File: src/rtl/adc_readout_tx.sv
// adc_readout_tx: drains a captured ADC FIFO, frames it as
// HEADER, CHANNEL_ID, data bytes, checksum, and sends it on an 8N1 UART
// line. It then re-arms the capture block through Cap_bg.
module adc_readout_tx #(
  parameter int unsigned CLK_FREQ   = 50_000_000,
  parameter int unsigned BAUD       = 115200,
  parameter logic [7:0]  HEADER     = 8'hA5,
  parameter logic [7:0]  CHANNEL_ID = 8'd0,
  parameter int unsigned MAX_LEN    = 4096
) (
  input  logic       Clk,
  input  logic       Reset,
  input  logic       En,
  input  logic       Cap_end,
  input  logic       Fifo_empty,
  input  logic [7:0] Fifo_q,
  output logic       Fifo_rdreq,
  output logic       Cap_bg,
  output logic       Tx,
  output logic       Busy,
  output logic       Frame_done
);

  localparam int unsigned BAUD_DIV = CLK_FREQ / BAUD;
  localparam int unsigned CntW     = (BAUD_DIV > 1) ? $clog2(BAUD_DIV) : 1;
  localparam logic [CntW-1:0] BaudLast = CntW'(BAUD_DIV - 1);
  localparam logic [12:0]     MaxLen   = 13'(MAX_LEN);

  localparam logic [3:0] StIdle  = 4'd0;
  localparam logic [3:0] StHdr   = 4'd1;
  localparam logic [3:0] StChid  = 4'd2;
  localparam logic [3:0] StRd    = 4'd3;
  localparam logic [3:0] StWait  = 4'd4;
  localparam logic [3:0] StLatch = 4'd5;
  localparam logic [3:0] StData  = 4'd6;
  localparam logic [3:0] StSum   = 4'd7;
  localparam logic [3:0] StRearm = 4'd8;

  logic [3:0]  state_q, state_d;
  logic [12:0] cnt_q, cnt_d;
  logic [7:0]  chk_q, chk_d;
  // Set once the byte of a HDR/CHID/SUM state has been launched, so the
  // still-idle UART in the launch cycle is not mistaken for completion.
  logic        started_q, started_d;

  logic        tx_start;
  logic [7:0]  tx_byte;
  logic        rdreq;
  logic        frame_done;

  logic            busy_q;
  logic [CntW-1:0] baud_q;
  logic [3:0]      bit_q;
  logic [8:0]      shreg_q;
  logic            tx_q;

  // UART engine: start bit, 8 data bits LSB first, stop bit; Tx registered.
  always_ff @(posedge Clk) begin
    if (Reset) begin
      busy_q  <= 1'b0;
      baud_q  <= '0;
      bit_q   <= 4'd0;
      shreg_q <= 9'h1ff;
      tx_q    <= 1'b1;
    end else if (tx_start) begin
      busy_q  <= 1'b1;
      baud_q  <= '0;
      bit_q   <= 4'd0;
      shreg_q <= {1'b1, tx_byte};
      tx_q    <= 1'b0;
    end else if (busy_q) begin
      if (baud_q == BaudLast) begin
        baud_q <= '0;
        if (bit_q == 4'd9) begin
          busy_q <= 1'b0;
          tx_q   <= 1'b1;
        end else begin
          tx_q    <= shreg_q[0];
          shreg_q <= {1'b1, shreg_q[8:1]};
          bit_q   <= bit_q + 4'd1;
        end
      end else begin
        baud_q <= baud_q + 1'b1;
      end
    end
  end

  // Frame sequencer state, data counter and checksum registers.
  always_ff @(posedge Clk) begin
    if (Reset) begin
      state_q   <= StIdle;
      cnt_q     <= 13'd0;
      chk_q     <= 8'd0;
      started_q <= 1'b0;
    end else begin
      state_q   <= state_d;
      cnt_q     <= cnt_d;
      chk_q     <= chk_d;
      started_q <= started_d;
    end
  end

  // Frame sequencer next-state and strobes.
  always_comb begin
    state_d    = state_q;
    cnt_d      = cnt_q;
    chk_d      = chk_q;
    started_d  = started_q;
    tx_start   = 1'b0;
    tx_byte    = 8'h00;
    rdreq      = 1'b0;
    frame_done = 1'b0;
    case (state_q)
      StIdle: begin
        if (En && Cap_end) begin
          cnt_d     = 13'd0;
          chk_d     = 8'd0;
          started_d = 1'b0;
          state_d   = StHdr;
        end
      end
      StHdr: begin
        if (!started_q) begin
          tx_start  = 1'b1;
          tx_byte   = HEADER;
          started_d = 1'b1;
        end else if (!busy_q) begin
          started_d = 1'b0;
          state_d   = StChid;
        end
      end
      StChid: begin
        if (!started_q) begin
          tx_start  = 1'b1;
          tx_byte   = CHANNEL_ID;
          started_d = 1'b1;
        end else if (!busy_q) begin
          started_d = 1'b0;
          state_d   = StRd;
        end
      end
      StRd: begin
        if (Fifo_empty || (cnt_q == MaxLen)) begin
          state_d = StSum;
        end else begin
          rdreq   = 1'b1;
          state_d = StWait;
        end
      end
      StWait: state_d = StLatch;
      StLatch: begin
        tx_start = 1'b1;
        tx_byte  = Fifo_q;
        chk_d    = chk_q + Fifo_q;
        cnt_d    = cnt_q + 13'd1;
        state_d  = StData;
      end
      StData: begin
        if (!busy_q) state_d = StRd;
      end
      StSum: begin
        if (!started_q) begin
          tx_start  = 1'b1;
          tx_byte   = chk_q;
          started_d = 1'b1;
        end else if (!busy_q) begin
          frame_done = 1'b1;
          started_d  = 1'b0;
          state_d    = StRearm;
        end
      end
      StRearm: begin
        if (!Cap_end) state_d = StIdle;
      end
      default: state_d = StIdle;
    endcase
  end

  // Output decode.
  always_comb begin
    Fifo_rdreq = rdreq;
    Frame_done = frame_done;
    Cap_bg     = (state_q == StRearm);
    Busy       = (state_q != StIdle);
    Tx         = tx_q;
  end

endmodule

File: config.mk
export PLATFORM = sky130hd
export DESIGN_NAME = adc_readout_tx
export DESIGN_NICKNAME = d
export VERILOG_FILES = /design/src/rtl/adc_readout_tx.sv
export SDC_FILE = /design/constraint.sdc
export NUM_CORES = 1
export LEC_CHECK = 0
export CORE_UTILIZATION = 51
export DETAILED_ROUTE_END_ITERATION = 16
export PLACE_DENSITY = 0.73
export SLEW_MARGIN = 15
export SYNTH_ARGS = -nofsm -noshare
export SYNTH_HDL_FRONTEND = slang
export SYNTH_SLANG_ARGS = --single-unit
File: constraint.sdc
create_clock -name Clk -period 2.8 [get_ports Clk]
set_clock_uncertainty 0.05 [all_clocks]
set_input_delay 0.84 -clock Clk [delete_from_list [all_inputs] [get_ports Clk]]
set_output_delay 0.84 -clock Clk [all_outputs]
set_load 0.01 [all_outputs]
## Word level (Yosys, flattened, before mapping)

Cells that the tools add are included.

- Register bits: 49
- Input bits: 13
- Logic and storage cells: 90

- Add/subtract/negate cells: 4
- Equal/unequal tests: 19
- Multiplexer cells: 41
- Bitwise gates (word level): 1
- Reductions and logical operators: 16

Operator list:

| operator | count |
|---|---|
| 8-bit two-way mux | 7 |
| 4-bit one-hot mux with 9 select lines | 1 |
| 4-bit two-way mux | 8 |
| 13-bit one-hot mux with 2 select lines | 1 |
| 8-bit one-hot mux with 3 select lines | 1 |
| 1-bit two-way mux | 17 |
| 4-bit by 3-bit == test with 1-bit output (second input constant) | 4 |
| 2-bit inequality test (second input constant) | 8 |
| 8-bit one-hot mux with 2 select lines | 1 |
| 13-bit by 1-bit adder with 13-bit output (second input constant) | 1 |
| 13-bit == test (second input constant) | 1 |
| 13-bit two-way mux | 1 |
| 9-bit by 1-bit adder with 9-bit output (second input constant) | 1 |
| 9-bit == test (second input constant) | 1 |
| 9-bit two-way mux | 1 |
| 8-bit adder | 1 |
| 4-bit by 2-bit == test with 1-bit output (second input constant) | 2 |
| 4-bit == test (second input constant) | 2 |
| 2-bit nonzero test | 4 |
| 7-bit AND reduction | 1 |
| 2-bit AND reduction | 3 |
| 3-bit AND reduction | 2 |
| 4-bit by 1-bit adder with 4-bit output (second input constant) | 1 |
| 4-bit by 1-bit == test with 1-bit output (second input constant) | 1 |
| other kinds (9) | 10 |

## Depth between registers and ports, before layout

Gate-level depths: netlist (run 1).

- Depth in word-level cells: 5
- Gate-level depth with buffers: 8
- Depth with buffers taken out: 7

## Least setup slack after synthesis (run 1)

No wires, ideal clock.

- Path kind: input to register
- From: input Fifo_q[0]
- To: register chk_q[6]
- Arrival: 2.307 ns
- Required time: 2.623 ns
- Slack: 0.316 ns
- Stages: 7
- Cells stage by stage: ha_1 -> fa_1 -> a211oi_1 -> o21bai_1 -> a21oi_1 -> nor4_1 -> or3_1

- Longest elaborated chain between the ends: 2

RTL lines:

| element | RTL line | text |
|---|---|---|
| start: declaration | 16 | `input logic [7:0] Fifo_q,` |
| 8-bit adder | 154 | `chk_d = chk_q + Fifo_q;` |
| 8-bit one-hot mux with 2 select lines | 113 | `case (state_q)` |
| end signal: assignment | 98 | `chk_q <= chk_d;` |
| end: declaration | 41 | `logic [7:0] chk_q, chk_d;` |

Every way passes these cells.
A chain may end at the register's enable or synchronous reset.

## Worst setup path after layout (run 1)

- From: register state_q[1]
- To: output Busy

- Longest elaborated chain between the ends: 1

RTL lines:

| element | RTL line | text |
|---|---|---|
| start: declaration | 39 | `logic [3:0] state_q, state_d;` |
| start signal: assignment | 91 | `state_q <= StIdle;` |
| start signal: assignment | 96 | `state_q <= state_d;` |
| 4-bit nonzero test | 184 | `Busy = (state_q != StIdle);` |
| end: declaration | 20 | `output logic Busy,` |

Every way passes these cells.

==> flow_metrics.env, run 1 <==
export IMPL_async_flop_share_pct=0
export IMPL_globalRouteOverflowTotal=0
export IMPL_worstSkewPairLatency_ns=0.29
export IMPL_nets=401
export IMPL_reg2reg_to="cnt_q[9]$_SDFFE_PP0P_"
export IMPL_holdCritPathClass="flop to flop"
export IMPL_place_gp_congestion=0.7985
export IMPL_drive_above_1_share_pct=12.53
export IMPL_synth_cells=348
export IMPL_filler_cell_count=475
export IMPL_boundaryPins=18
export IMPL_grt_first_pass_wirelength_um=11890
export IMPL_max_fo_critical_path=8
export IMPL_dieWidth_um=76.66
export IMPL_insertedDiodeCount=0
export IMPL_finish_instance_area_um2=3324
export IMPL_final_min_period_over_clock_period_pct=97.15
export IMPL_powerDensity_nw_per_um2=546.3
export IMPL_track_usage_pct=24.47
export IMPL_area_post_placement_um2=3177
export IMPL_cts_max_path_buffers=2
export IMPL_detailedRoute_firstIterationViolations=220
export IMPL_ys_flop_type="sky130_fd_sc_hd__dfxtp_1"
export IMPL_timing_hold_violations_final=0
export IMPL_ys_ff_latch=49
export IMPL_startpoint_type="flop"
export IMPL_effective_utilization_at_floorplan_pct=54.28
export IMPL_criticalPathCategory="flop to output pin"
export IMPL_dp_wirelength_um=4748
export IMPL_seqCellArea_um2=982.2
export IMPL_critical_path_reg2reg_startpoint="state_q[1]$_SDFFE_PP0P_"
export IMPL_path_clk_slew_ns=0.09
export IMPL_relSlewSlack_pct=42.21
export IMPL_cts_tree="yes"
export IMPL_floorplan_die_area_um2=5877
export IMPL_timing_critical_path_arrival_ns=1.83
export IMPL_die_height_um=76.66
export IMPL_min_delay_start="shreg_q[4]$_SDFFE_PP1P_"
export IMPL_worst_hold_slack_ns=0.4431
export IMPL_data_required_time_of_the_worst_path_ns=1.91
export IMPL_syn_cell_area_um2=2843
export IMPL_synthDistinctLibCells=60
export IMPL_ys_warn_count=0
export IMPL_synth_net_count=375
export IMPL_max_cap_violations=0
export IMPL_tritoncts_num_buffers=5
export IMPL_drt_total_wl_um=6651
export IMPL_regToRegSetupSlack_ns=0.55
export IMPL_grt_start_max_net_pins=19
export IMPL_clock_sink_count=49
export IMPL_cts_htree_levels=2
export IMPL_syn_mean_instance_area_um2=8.169
export IMPL_routed_via_density=5.946
export IMPL_fin_total_pwr_mw=1.816
export IMPL_grt_pass1_vias=2512
export IMPL_clock_fmax_mhz=367.6
export IMPL_irDropWorstVdd_v=0.0004208
export IMPL_cts_root_buf="sky130_fd_sc_hd__clkbuf_8"
export IMPL_leak_nw=1.201
export IMPL_vias=2646
export IMPL_routedWlPerCell_um=14.95
export IMPL_synth_enable_flop_cells=0
export IMPL_area_delta_synth_final_pct=16.95
export IMPL_report_final_slew_viol_count=0
export IMPL_fp_row_count=26
export IMPL_rsz_0062_raised_after_global_routing="no"
export IMPL_period_needed_ns=2.720
export IMPL_route_antenna_remaining_nets=0
export IMPL_drt_drc_violations_left=0
export IMPL_run_status="completed"
export IMPL_footprint_of_the_multi_input_gates_um2=1793
export IMPL_cts_post_setup_buffers_inserted=0
export IMPL_ff_to_ff_path_depth=5
export IMPL_io_buffers=17
export IMPL_timing_final_setup_violations=0
export IMPL_worstHoldPathCells=1
export IMPL_worst_slew_pin_transition_ns=0.8602
export IMPL_timing_hold_worst_endpoint="shreg_q[4]$_SDFFE_PP1P_"
export IMPL_floorplan_core_area_um2=5238
export IMPL_synth_seq_area_share_pct=34.51
export IMPL_drt_pass1_iterations=4
export IMPL_crit_path_end_kind="output pin"
export IMPL_antenna_found_initial=0
## final cells by class
class                           instances  area share [%]
Tap cell                               70           2.635
Multi-Input combinational cell        271           53.93
Inverter                                9           1.016
Sequential cell                        49           29.54
Clock inverter                          2          0.4140
Clock buffer                            6           2.484
Timing Repair Buffer                   38           9.974
## sequential cells by signal (all words and copies together), names as in the netlist
name,count
Tx,1
baud_q,9
bit_q,4
busy_q,1
chk_q,8
cnt_q,13
shreg_q,8
started_q,1
state_q,4
## per-layer routing
layer	part of all wire, %	wire length (um)	global-route usage, %
met1	49	3288	33.95
met2	45	2996	38.66
met3	3.8	255	4.762
met4	1.7	110	6.346
met5	0	0	0
## what timing repair did
item	CTS	global route
setup endpoints to repair	1	5
gates resized for setup	6	8
hold buffers	0	0
pin swaps	0	1
endpoints found under the hold margin	0	0
## stage by stage
stage                     utilization (%)  TNS [ns]  std cells  setup WS, ns
final                               63.47         0        445       0.07986
after global routing                63.47         0        445      0.003716
after CTS                           62.92         0        445     0.0008651
after detailed placement            60.65   -0.6195        437       -0.3861
after global placement              60.65   -0.5643        437       -0.3927
after floorplan                         -         0        348        0.3156
## worst max path at each step
stage / from / endpoint / slack [ns] / depth (start not counted)
2_1_floorplan: Fifo_q[0] / chk_q[6]$_SDFFE_PP0P_ / 0.32 / 7
3_3_place_gp: Fifo_empty / Fifo_rdreq / -0.39 / 4
3_5_place_dp: Fifo_empty / Fifo_rdreq / -0.39 / 4
4_1_cts: Fifo_empty / Fifo_rdreq / 0.0009 / 4
5_1_grt: cnt_q[0]$_SDFFE_PP0P_ / Fifo_rdreq / 0.004 / 6
6_report: state_q[1]$_SDFFE_PP0P_ / Busy / 0.08 / 3
## worst max-delay path, cell delays in order, from the launching register on
cell and delay [ns]:
sky130_fd_sc_hd__dfxtp_2 0.37, sky130_fd_sc_hd__buf_4 0.16, sky130_fd_sc_hd__or4_4 0.50, sky130_fd_sc_hd__clkdlybuf4s50_1 0.50
## kinds of logic after synthesis
group,after synthesis,share of synthesized area (%)
and+or+nand+nor,143,27.24
muxes,3,1.056
adders and majority gates,14,6.426
xor gates and xnor gates,18,5.546
AOI/OAI and AO/OA,93,21.17
DFF,49,34.51
buffers and inverters,28,4.049
## cell usage after synthesis, drive strengths merged (3+ instances only)
library cell,count,area [um^2]
a31oi,5,31.28
a21oi,31,155.2
buf,5,28.78
dfxtp,49,980.9
o31a,3,26.28
or4,4,33.78
xor2,7,61.31
or3,4,25.02
nand3,11,55.05
mux2i,3,30.03
nor4b,5,43.79
or2,3,21.28
a221oi,3,26.28
a211oi,4,30.03
nand3b,3,22.52
nor3,10,55.05
and4,5,46.29
nor4,4,25.02
o31ai,3,22.52
xnor2,11,96.34
nand4,9,56.30
clkbuf,14,52.55
a22oi,6,45.04
nand2,22,82.58
ha,13,162.7
inv,9,33.78
a211o,3,26.28
nor2,46,172.7
o21ai,17,85.08
nand2b,4,25.02
nor2b,4,25.02
## where the power goes
part / switching (mW) / internal, mW
sequential: 0.0648 / 0.774
clock: 0.238 / 0.201
combinational: 0.290 / 0.248
## cell usage in the layout (no fill, tap or decap), types with 4 or more instances in the layout
cell type,netlist,layout
sky130_fd_sc_hd__a22oi_1,6,6
sky130_fd_sc_hd__nor4_1,4,4
sky130_fd_sc_hd__o21ai_0,16,16
sky130_fd_sc_hd__clkdlybuf4s50_1,0,15
sky130_fd_sc_hd__xnor2_1,11,11
sky130_fd_sc_hd__nor2b_1,4,4
sky130_fd_sc_hd__nand4_1,9,9
sky130_fd_sc_hd__nor2_1,46,45
sky130_fd_sc_hd__a21oi_1,31,30
sky130_fd_sc_hd__clkbuf_8,0,6
sky130_fd_sc_hd__ha_1,13,13
sky130_fd_sc_hd__xor2_1,7,7
sky130_fd_sc_hd__and4_1,4,4
sky130_fd_sc_hd__dfxtp_1,49,48
sky130_fd_sc_hd__nor3_1,9,8
sky130_fd_sc_hd__a31oi_1,5,4
sky130_fd_sc_hd__nand2_1,22,22
sky130_fd_sc_hd__buf_4,0,21
sky130_fd_sc_hd__or3_1,4,4
sky130_fd_sc_hd__nand2b_1,4,4
sky130_fd_sc_hd__nand3_1,11,11
sky130_fd_sc_hd__inv_1,9,9
(Power assumes the default switching activity.)
==> inputs of run 2 (changes only) <==
--- a/config.mk
+++ b/config.mk
@@ -8,6 +8,7 @@
 export CORE_UTILIZATION = 51
 export DETAILED_ROUTE_END_ITERATION = 16
 export PLACE_DENSITY = 0.73
+export REMOVE_ABC_BUFFERS = 1
 export SLEW_MARGIN = 15
 export SYNTH_ARGS = -nofsm -noshare
 export SYNTH_HDL_FRONTEND = slang
==> flow_metrics.env, run 2 (same netlist as run 1, synthesis figures left out) <==
export IMPL_registers_top_by_ff_count="cnt_q"
export IMPL_worst_slew_pin_transition_ns=0.8696
export IMPL_timing_hold_violations_final=0
export IMPL_nets=398
export IMPL_switching_share_pct=30.56
export IMPL_dp_wirelength_um=4576
export IMPL_worstSkewPairLatency_ns=0.30
export IMPL_critical_path_reg2reg_startpoint="state_q[2]$_SDFFE_PP0P_"
export IMPL_filler_cell_count=478
export IMPL_max_cap_violations=0
export IMPL_routed_via_density=5.932
export IMPL_holdCritPathClass="flop to flop"
export IMPL_drive_above_1_share_pct=10.75
export IMPL_powerDensity_nw_per_um2=575.1
export IMPL_fin_total_pwr_mw=1.892
export IMPL_fp_row_count=26
export IMPL_reg2reg_to="shreg_q[0]$_SDFFE_PP1P_"
export IMPL_mostFrequentLayoutCells="sky130_fd_sc_hd__dfxtp_1 (47), sky130_fd_sc_hd__nor2_1 (46), sky130_fd_sc_hd__a21oi_1 (31), sky130_fd_sc_hd__nand2_1 (22), sky130_fd_sc_hd__buf_4 (18)"
export IMPL_cts_root_buf="sky130_fd_sc_hd__clkbuf_8"
export IMPL_kind_of_cell_adding_the_most_delay_to_the_critical_path="adder cells"
export IMPL_insertedDiodeCount=0
export IMPL_net_switching_power_mw=0.5784
export IMPL_critical_path_slowest_cell="sky130_fd_sc_hd__clkdlybuf4s50_1"
export IMPL_top_regs="cnt_q: 13 flops, baud_q: 9 flops"
export IMPL_io_buffers=17
export IMPL_vias=2622
export IMPL_number_of_standard_cells_in_the_final_layout_excluding_fillers=442
export IMPL_path_buf_inv=1
export IMPL_startpoint_type="input pin"
export IMPL_detailedRoute_firstIterationViolations=173
export IMPL_route_antenna_remaining_nets=0
export IMPL_crit_path_end="chk_q[6]$_SDFFE_PP0P_"
export IMPL_run_status="completed"
export IMPL_place_gp_congestion=0.8239
export IMPL_drt_drc_violations_left=0
export IMPL_seq_power_share_pct=44.5
export IMPL_ff_to_ff_path_depth=7
export IMPL_dpl_cell_count=434
export IMPL_crit_path_end_kind="flop"
export IMPL_cts_post_setup_buffers_inserted=0
export IMPL_track_usage_pct=23.18
export IMPL_grt_pass1_vias=2416
export IMPL_die_height_um=76.66
export IMPL_grt_start_max_net_pins=21
export IMPL_finalCoreUtilization_pct=62.83
export IMPL_largest_register_ff_count=13
export IMPL_layout_commonest_cell="sky130_fd_sc_hd__dfxtp_1"
export IMPL_irDropWorstVdd_v=0.0004702
export IMPL_final_critical_path_setup_slack_ns=0.08658
export IMPL_data_required_time_of_the_worst_path_ns=2.93
export IMPL_criticalPathCategory="input pin to flop"
export IMPL_start_point_of_the_critical_path="Fifo_q[0]"
export IMPL_post_cts_hold_buffer_count=0
export IMPL_timing_critical_path_arrival_ns=2.84
export IMPL_boundaryPins=18
export IMPL_clock_fmax_mhz=368.5
export IMPL_cts_max_path_buffers=2
export IMPL_cp_depth=8
export IMPL_report_final_slew_viol_count=0
export IMPL_part_of_the_total_power_dissipated_in_combinational_logic_pct=28.0
export IMPL_floorplan_core_area_um2=5238
export IMPL_path_clk_slew_ns=0.08
export IMPL_effective_utilization_at_floorplan_pct=54.28
export IMPL_dieWidth_um=76.66
export IMPL_cts_repair_resize_count=4
export IMPL_cts_tree="yes"
export IMPL_relSlewSlack_pct=41.58
export IMPL_grt_first_pass_wirelength_um=11140
export IMPL_drt_total_wl_um=6477
export IMPL_area_delta_synth_final_pct=15.76
export IMPL_routedWlPerCell_um=14.65
export IMPL_period_needed_ns=2.713
export IMPL_critPathMaxStageDelay_ns=0.43
export IMPL_timing_final_setup_violations=0
export IMPL_drt_pass1_iterations=4
export IMPL_dpl_worst_slack_ns=-0.3436
export IMPL_max_fo_critical_path=2
export IMPL_antenna_found_initial=0
export IMPL_globalRouteOverflowTotal=0
export IMPL_floorplan_die_area_um2=5877
export IMPL_tritoncts_num_buffers=5
export IMPL_crit_path_cell_trace="clkdlybuf4s50_1 > ha_1 > fa_2 > a211oi_2 > o21bai_1 > a21oi_1 > nor4_1 > or3_1"
export IMPL_rsz_0062_raised_after_global_routing="no"
export IMPL_clock_power_share_pct=27.4
export IMPL_regToRegSetupSlack_ns=0.68
export IMPL_final_min_period_over_clock_period_pct=96.91
export IMPL_clock_sink_count=49
export IMPL_cell_internal_power_dissipation_mw=1.314
export IMPL_leak_nw=1.192
export IMPL_cts_htree_levels=2
-- run 2: power groups by stage --
stage	logic, mW	clock network (mW)	registers, mW
after detailed placement	0.528	0	0.855
after floorplan	0.321	0	0.865
after global routing	0.592	0.564	0.855
after CTS	0.529	0.534	0.840
after global placement	0.517	0	0.853
final	0.531	0.519	0.843
-- run 2: per-layer routing --
metal  GRT usage (%)  wire length [um]  part of all wire [%]  vias up
met5               0                 0                     0        -
met4           7.500                40                  0.62        0
met3           4.167               198                   3.1        4
met2           36.61              2966                    46       50
met1           31.80              3271                    51     1234
li1                -                 -                     -     1334
-- run 2: metrics by stage --
| stage | hold slack, ns | instance area (um^2) | TNS, ns |
|---|---|---|---|
| final | 0.4353 | 3291 | 0 |
| after global routing | 0.4737 | 3291 | 0 |
| after CTS | 0.4389 | 3278 | 0 |
| after detailed placement | 0.4182 | 3154 | -0.6072 |
| after global placement | 0.4143 | 3154 | -0.4889 |
| after floorplan | 0.3910 | 2761 | 0 |
-- run 2: worst min-delay path by stage --
| stage | end | depth (start not counted) | startpoint |
|---|---|---|---|
| after global routing | shreg_q[4]$_SDFFE_PP1P_ | 1 | shreg_q[4]$_SDFFE_PP1P_ |
| final | shreg_q[4]$_SDFFE_PP1P_ | 1 | shreg_q[4]$_SDFFE_PP1P_ |
| after floorplan | cnt_q[12]$_SDFFE_PP0P_ | 2 | cnt_q[12]$_SDFFE_PP0P_ |
| after global placement | shreg_q[1]$_SDFFE_PP1P_ | 1 | shreg_q[1]$_SDFFE_PP1P_ |
| after CTS | shreg_q[4]$_SDFFE_PP1P_ | 1 | shreg_q[4]$_SDFFE_PP1P_ |
| after detailed placement | shreg_q[4]$_SDFFE_PP1P_ | 1 | shreg_q[4]$_SDFFE_PP1P_ |
-- run 2: final cells by class --
type	instances	area, um^2	share of cell area [%]
Clock inverter	1	30.03	0.9125
Multi-Input combinational cell	271	1767	53.69
Clock buffer	7	86.33	2.624
Timing Repair Buffer	35	302.8	9.201
Sequential cell	49	983.4	29.89
Inverter	9	33.78	1.027
Tap cell	70	87.58	2.662
